==> config.mk <==
export PLATFORM = sky130hd
export DESIGN_NAME = lpt_peripheral_receiver
export DESIGN_NICKNAME = d
export VERILOG_FILES = /design/src/rtl/lpt_peripheral_receiver.sv
export SDC_FILE = /design/constraint.sdc
export NUM_CORES = 1
export LEC_CHECK = 0
export CORE_ASPECT_RATIO = 1.25
export CORE_MARGIN = 3
export CORE_UTILIZATION = 59
export DETAILED_ROUTE_END_ITERATION = 16
export PLACE_DENSITY = 0.75
export SYNTH_ARGS = -nofsm -noshare
export SYNTH_HDL_FRONTEND = slang
export SYNTH_SLANG_ARGS = --single-unit
==> constraint.sdc <==
create_clock -name clk -period 3.4 [get_ports clk]
set_input_delay 0.68 -clock clk [delete_from_list [all_inputs] [get_ports clk]]
set_output_delay 0.68 -clock clk [all_outputs]
set_load 0.005 [all_outputs]
==> src/rtl/lpt_peripheral_receiver.sv <==
// Peripheral (printer) end of an SPP/Centronics link: synchronises the host pins,
// runs the STROBE/BUSY/ACK handshake and buffers received bytes in a small FIFO.
module lpt_peripheral_receiver #(
  parameter int FIFO_DEPTH     = 16,
  parameter int ACK_CYCLES     = 166,
  parameter int STB_MIN_CYCLES = 4
) (
  input  logic                          clk,
  input  logic                          reset,
  input  logic [7:0]                    data,
  input  logic                          STROBE,
  input  logic                          AFD,
  input  logic                          INIT,
  input  logic                          SIN,
  output logic                          ACK,
  output logic                          BUSY,
  output logic                          PE,
  output logic                          SELT,
  output logic                          ERR,
  input  logic                          online,
  input  logic                          paper_out,
  input  logic                          fault,
  output logic [7:0]                    rx_data,
  output logic                          rx_valid,
  input  logic                          rx_ready,
  output logic                          autofeed,
  output logic                          overflow,
  output logic [$clog2(FIFO_DEPTH):0]   fifo_count
);
  localparam int PW = $clog2(FIFO_DEPTH);
  localparam int SW = $clog2(STB_MIN_CYCLES + 1);
  localparam int AW = $clog2(ACK_CYCLES + 1);
  localparam logic [SW-1:0] STB_LAST   = SW'(STB_MIN_CYCLES - 1);
  localparam logic [AW-1:0] ACK_LAST   = AW'(ACK_CYCLES - 1);
  localparam logic [PW:0]   FULL_COUNT = (PW + 1)'(FIFO_DEPTH);

  typedef enum logic [2:0] {
    S_IDLE, S_STB_LOW, S_WRITE, S_ACK_PULSE, S_INIT
  } state_t;

  state_t state_reg, state_next;

  logic [11:0]   sync1_reg, sync2_reg;
  logic [7:0]    data_sync;
  logic          strobe_sync, afd_sync, init_sync, sin_sync;

  logic [SW-1:0] stb_cnt_reg, stb_cnt_next;
  logic [AW-1:0] ack_cnt_reg, ack_cnt_next;
  logic [7:0]    cap_reg;
  logic          capture;
  logic          ack_reg, ack_next, busy_reg, busy_next;
  logic          pe_reg, selt_reg, err_reg;
  logic          overflow_reg, overflow_next;
  logic [PW-1:0] wr_ptr_reg, wr_ptr_next, rd_ptr_reg, rd_ptr_next;
  logic [PW:0]   count_reg, count_next;
  logic          full, empty, push, pop, flush;
  logic [7:0]    mem [FIFO_DEPTH];

  // Data travels through the same two flops as STROBE so the captured byte is coherent.
  always_ff @(posedge clk or negedge reset) begin
    if (!reset) begin
      sync1_reg <= 12'h00F;
      sync2_reg <= 12'h00F;
    end else begin
      sync1_reg <= {data, STROBE, AFD, INIT, SIN};
      sync2_reg <= sync1_reg;
    end
  end

  assign data_sync   = sync2_reg[11:4];
  assign strobe_sync = sync2_reg[3];
  assign afd_sync    = sync2_reg[2];
  assign init_sync   = sync2_reg[1];
  assign sin_sync    = sync2_reg[0];

  always_ff @(posedge clk or negedge reset) begin
    if (!reset) state_reg <= S_IDLE;
    else        state_reg <= state_next;
  end

  always_comb begin
    state_next = state_reg;
    case (state_reg)
      S_IDLE:      if (!strobe_sync && stb_cnt_reg == STB_LAST) state_next = S_STB_LOW;
      S_STB_LOW:   if (strobe_sync) state_next = S_WRITE;
      S_WRITE:     state_next = S_ACK_PULSE;
      S_ACK_PULSE: if (ack_cnt_reg == ACK_LAST) state_next = S_IDLE;
      S_INIT:      if (init_sync) state_next = S_IDLE;
      default:     state_next = S_IDLE;
    endcase
    if (!init_sync) state_next = S_INIT;
  end

  always_comb begin
    full          = (count_reg == FULL_COUNT);
    empty         = (count_reg == '0);
    flush         = !init_sync;
    capture       = (state_reg == S_IDLE) && (state_next == S_STB_LOW);
    push          = (state_reg == S_WRITE) && !full && !flush;
    pop           = !empty && rx_ready && !flush;
    ack_next      = (state_next != S_ACK_PULSE);
    busy_next     = !((state_reg == S_IDLE) && !full && online && !fault && init_sync);
    stb_cnt_next  = '0;
    if ((state_reg == S_IDLE) && !strobe_sync && (state_next == S_IDLE))
      stb_cnt_next = stb_cnt_reg + SW'(1);
    ack_cnt_next  = (state_reg == S_ACK_PULSE) ? ack_cnt_reg + AW'(1) : '0;
    overflow_next = overflow_reg;
    if (flush)
      overflow_next = 1'b0;
    else if ((state_reg == S_WRITE) && full)
      overflow_next = 1'b1;
    wr_ptr_next = push ? wr_ptr_reg + PW'(1) : wr_ptr_reg;
    rd_ptr_next = pop  ? rd_ptr_reg + PW'(1) : rd_ptr_reg;
    count_next  = count_reg;
    if (push && !pop)
      count_next = count_reg + (PW + 1)'(1);
    else if (pop && !push)
      count_next = count_reg - (PW + 1)'(1);
    if (flush) begin
      wr_ptr_next = '0;
      rd_ptr_next = '0;
      count_next  = '0;
    end
  end

  always_ff @(posedge clk or negedge reset) begin
    if (!reset) begin
      stb_cnt_reg  <= '0;
      ack_cnt_reg  <= '0;
      cap_reg      <= '0;
      ack_reg      <= 1'b1;
      busy_reg     <= 1'b1;
      pe_reg       <= 1'b0;
      selt_reg     <= 1'b0;
      err_reg      <= 1'b1;
      overflow_reg <= 1'b0;
      wr_ptr_reg   <= '0;
      rd_ptr_reg   <= '0;
      count_reg    <= '0;
    end else begin
      stb_cnt_reg  <= stb_cnt_next;
      ack_cnt_reg  <= ack_cnt_next;
      if (capture) cap_reg <= data_sync;
      ack_reg      <= ack_next;
      busy_reg     <= busy_next;
      pe_reg       <= paper_out;
      selt_reg     <= online & !sin_sync;
      err_reg      <= !fault;
      overflow_reg <= overflow_next;
      wr_ptr_reg   <= wr_ptr_next;
      rd_ptr_reg   <= rd_ptr_next;
      count_reg    <= count_next;
    end
  end

  // Head is read combinationally so rx_data is valid in the same cycle as rx_valid.
  always_ff @(posedge clk) begin
    if (push) mem[wr_ptr_reg] <= cap_reg;
  end

  assign rx_data    = mem[rd_ptr_reg];
  assign rx_valid   = !empty;
  assign fifo_count = count_reg;
  assign overflow   = overflow_reg;
  assign autofeed   = !afd_sync;
  assign ACK        = ack_reg;
  assign BUSY       = busy_reg;
  assign PE         = pe_reg;
  assign SELT       = selt_reg;
  assign ERR        = err_reg;

endmodule

==> results by group <==
Yosys
  – Register area share after synthesis: 0.7140
  – Post-synth cell types: 52
  – Top_reg_cell synth: edfxtp_1
  – Mean Syn Cell Area: between 15 and 20 sq um
  – Mapped Area: 0.007681 sq mm
  – Yosys warns: 0
  – Syn Inst Count: 464
  – Yosys reg bits: 193
  – Async set-reset flop share out of synthesis: 0.3368
  – Number of enable flip-flop cells after synthesis: 128
  – Net count after synthesis: around 500

Critical path
  – Crit path DAT: 2.58 ns
  – CP Max Fanout: 16
  – FF-to-FF Start: state_reg[0]$_DFF_PN0_
  – Crit-path max cell delay: 0.53 ns
  – R2R cell count: 8
  – Critical R2R Capture: fifo_count[4]$_DFFE_PN0P_
  – Worst-path cell chain: and2_1, buf_4, a221oi_1, o21ai_0, nand2_1, clkdlybuf4s50_1
  – Worst Path Required: 2.72 ns
  – R2R Setup Slk: 0.52 ns
  – Crit start category: flip-flop
  – Number of cells on the critical path: 6
  – Crit. End Element: output pin
  – Worst path slowest cell: dfrtp_1
  – CP bufs+invs: 2
  – Worst path top cell family by delay: buffers and inverters
  – Setup Crit Path Kind: flip-flop to output pin

Place
  – Cell Area, Placed: 0.008237 sq mm
  – Routability cong.: 0.7767
  – Number of port buffers: 38
  – DP Wirelength: 8702 um
  – Inst Count DP: 658
  – Pre-CTS setup slack: 0.5005 ns

Detailed routing
  – Drt wl/cell: ~19 um
  – Antenna viol nets, final: 0
  – Via density: between 5 and 6
  – 1st-iter DRT viols: 309
  – DRC Markers: 0
  – Via count: ~4000
  – DRT Pass-1 Iters: 5
  – Drt total wl: 12970 um

Layout
  – Most frequent cells in the layout: edfxtp_1 (128), dfrtp_1 (53), mux2i_1 (37), clkdlybuf4s50_1 (37), nor2_1 (35)
  – Leading cell type in the layout, fill and taps excluded: edfxtp_1
  – Final cell count without fillers: about 690
  – NumNets Final: 541
  – FILL cells: between 800 and 900
  – Layout Cell Area excl Fill: 0.008786 sq mm
  – Ant. Diodes: 0
  – Layout cells sized above 1: 0.1631
  – Max reg flops: 128
  – Area grow syn2layout: 14.38%

CTS
  – Worst-path clk slew: 0.07 ns
  – CTS tree: built
  – Setup repair bufs after CTS: 0
  – Post-CTS sizing: 0
  – TritonCTS buffer count: 17
  – CTS sink cnt: 193
  – Clock root cell: clkbuf_16
  – Worst-case clock buffer depth: 2
  – Hold buffer count at CTS: 0
  – # H-tree levels: 4
  – Clk Latency, worst-skew pair: 0.42 ns

Global routing
  – First-pass GRT wire length: 21750 um
  – GRT overflow: 0
  – Initial antenna violation count: 0
  – Vias in the first global route: 4213
  – Pin count of the biggest net entering global routing: 52
  – GR Util All Layers: 0.1987

Floorplan
  – Die height: 133.6 um
  – Core ar.: 0.01272 sq mm
  – # rows: 46
  – Die area: 0.01443 sq mm
  – Die width: 108.1 um
  – Starting density of the core: 0.6039
  – I/O pin cnt: 39

STA
  – Clock Skews: 0.01039 ns
  – F_max: 0.3068 GHz
  – Final period util: 0.9586
  – Final min period: 3.259 ns
  – Hold slack: 0.2972 ns
  – Final setup violation count: 0
  – Setup TNS: 0 ns
  – Worst Slack Setup Final: approximately 0.14 ns
  – Slew Limit Fails: 0
  – Slew @ Worst Pin: 0.8800 ns
  – Final Hold Viols: 0
  – Unrepaired setup endpoints after global routing: false
  – Max-slew headroom: 0.4112

Power and ir drop
  – Max VDD drop: 0.3550 mV
  – Leak: 2.840 nW
  – Sw Share: 0.2444
  – Psw: 1.218 mW
  – Clock network power share: 0.368
  – Combinational share of power: 0.113
  – Pint: approximately 3.8 mW
  – PD cells: 567.1 mW/mm^2
  – Reg power frac: 0.519

Job
  – Max-Cap Viols: 0

Hold path
  – Min-Delay Path Class: input pin to async pin

Outcome
  – Status: finished clean
-- metal layers --
layer	vias to the layer above	GRT usage	wire length, um
met5	-	0	0
met4	0	0.07158	216
met3	21	0.03829	588
met2	117	0.3326	6845
met1	2032	0.2610	5315
li1	1866	-	-
-- through the flow --
stage / utilization / power [mW]
final: 0.6907 / 4.982
after global routing: 0.6907 / 5.188
after CTS: 0.6907 / 5.021
after detailed placement: 0.6476 / 3.203
after global placement: 0.6476 / 3.189
after floorplan: - / 3.035
-- cells in the mapped netlist, drive strengths merged (5+ instances only) --
master / n / area [sq um]
a221oi: 16 / 140.1
dfstp: 11 / 289.0
edfxtp: 128 / 3844
xnor2: 5 / 43.79
a21oi: 8 / 51.30
nor2: 35 / 131.4
nand3: 11 / 60.06
a22oi: 8 / 60.06
clkbuf: 6 / 22.52
o21ai: 14 / 73.82
buf: 14 / 81.32
mux2: 8 / 90.09
xor2: 8 / 70.07
nand2: 22 / 82.58
dfrtp: 54 / 1351
mux2i: 37 / 370.4
ha: 13 / 162.7
mux4: 16 / 360.4
inv: 9 / 33.78
-- worst max path at each step --
stage,start,to,slack (ns)
floorplan,state_reg[0]$_DFF_PN0_,fifo_count[4]$_DFFE_PN0P_,0.83
global placement,rx_ready,fifo_count[4]$_DFFE_PN0P_,0.56
global route,rd_ptr_reg[2]$_DFFE_PN0P_,rx_data[2],0.02
detailed placement,rx_ready,fifo_count[4]$_DFFE_PN0P_,0.50
CTS,rd_ptr_reg[2]$_DFFE_PN0P_,rx_data[2],0.16
finish,rd_ptr_reg[2]$_DFFE_PN0P_,rx_data[2],0.14
-- cell families after synthesis --
group                    Yosys count  share of synthesized area
AO/OA/AOI/OAI                     59                    0.05978
XOR/XNOR                          13                    0.01482
adder cells (fa/ha/maj)           14                    0.02378
buffers and inverters             30                    0.01840
flip-flops                       193                     0.7140
multiplexers                      61                     0.1069
AND/OR/NAND/NOR                   94                    0.06239
-- area by class of cell --
class	instances	area, sq um	share of cell area
Clock inverter	13	120.1	0.01367
Clock buffer	18	429.2	0.04885
Tap cell	168	210.2	0.02392
Inverter	10	37.54	0.004272
Timing Repair Buffer	46	447.9	0.05098
Multi-Input combinational cell	241	2056	0.2340
Sequential cell	193	5485	0.6243
-- power groups by stage --
stage          Clock, mW  Combinational, mW  Sequential [mW]
2_1_floorplan          0              0.423             2.61
4_1_cts             1.86              0.573             2.58
5_1_grt             1.98              0.615             2.59
6_report            1.83              0.565             2.58
3_3_place_gp           0              0.561             2.63
3_5_place_dp           0              0.572             2.63
(Power assumes the default switching activity.)
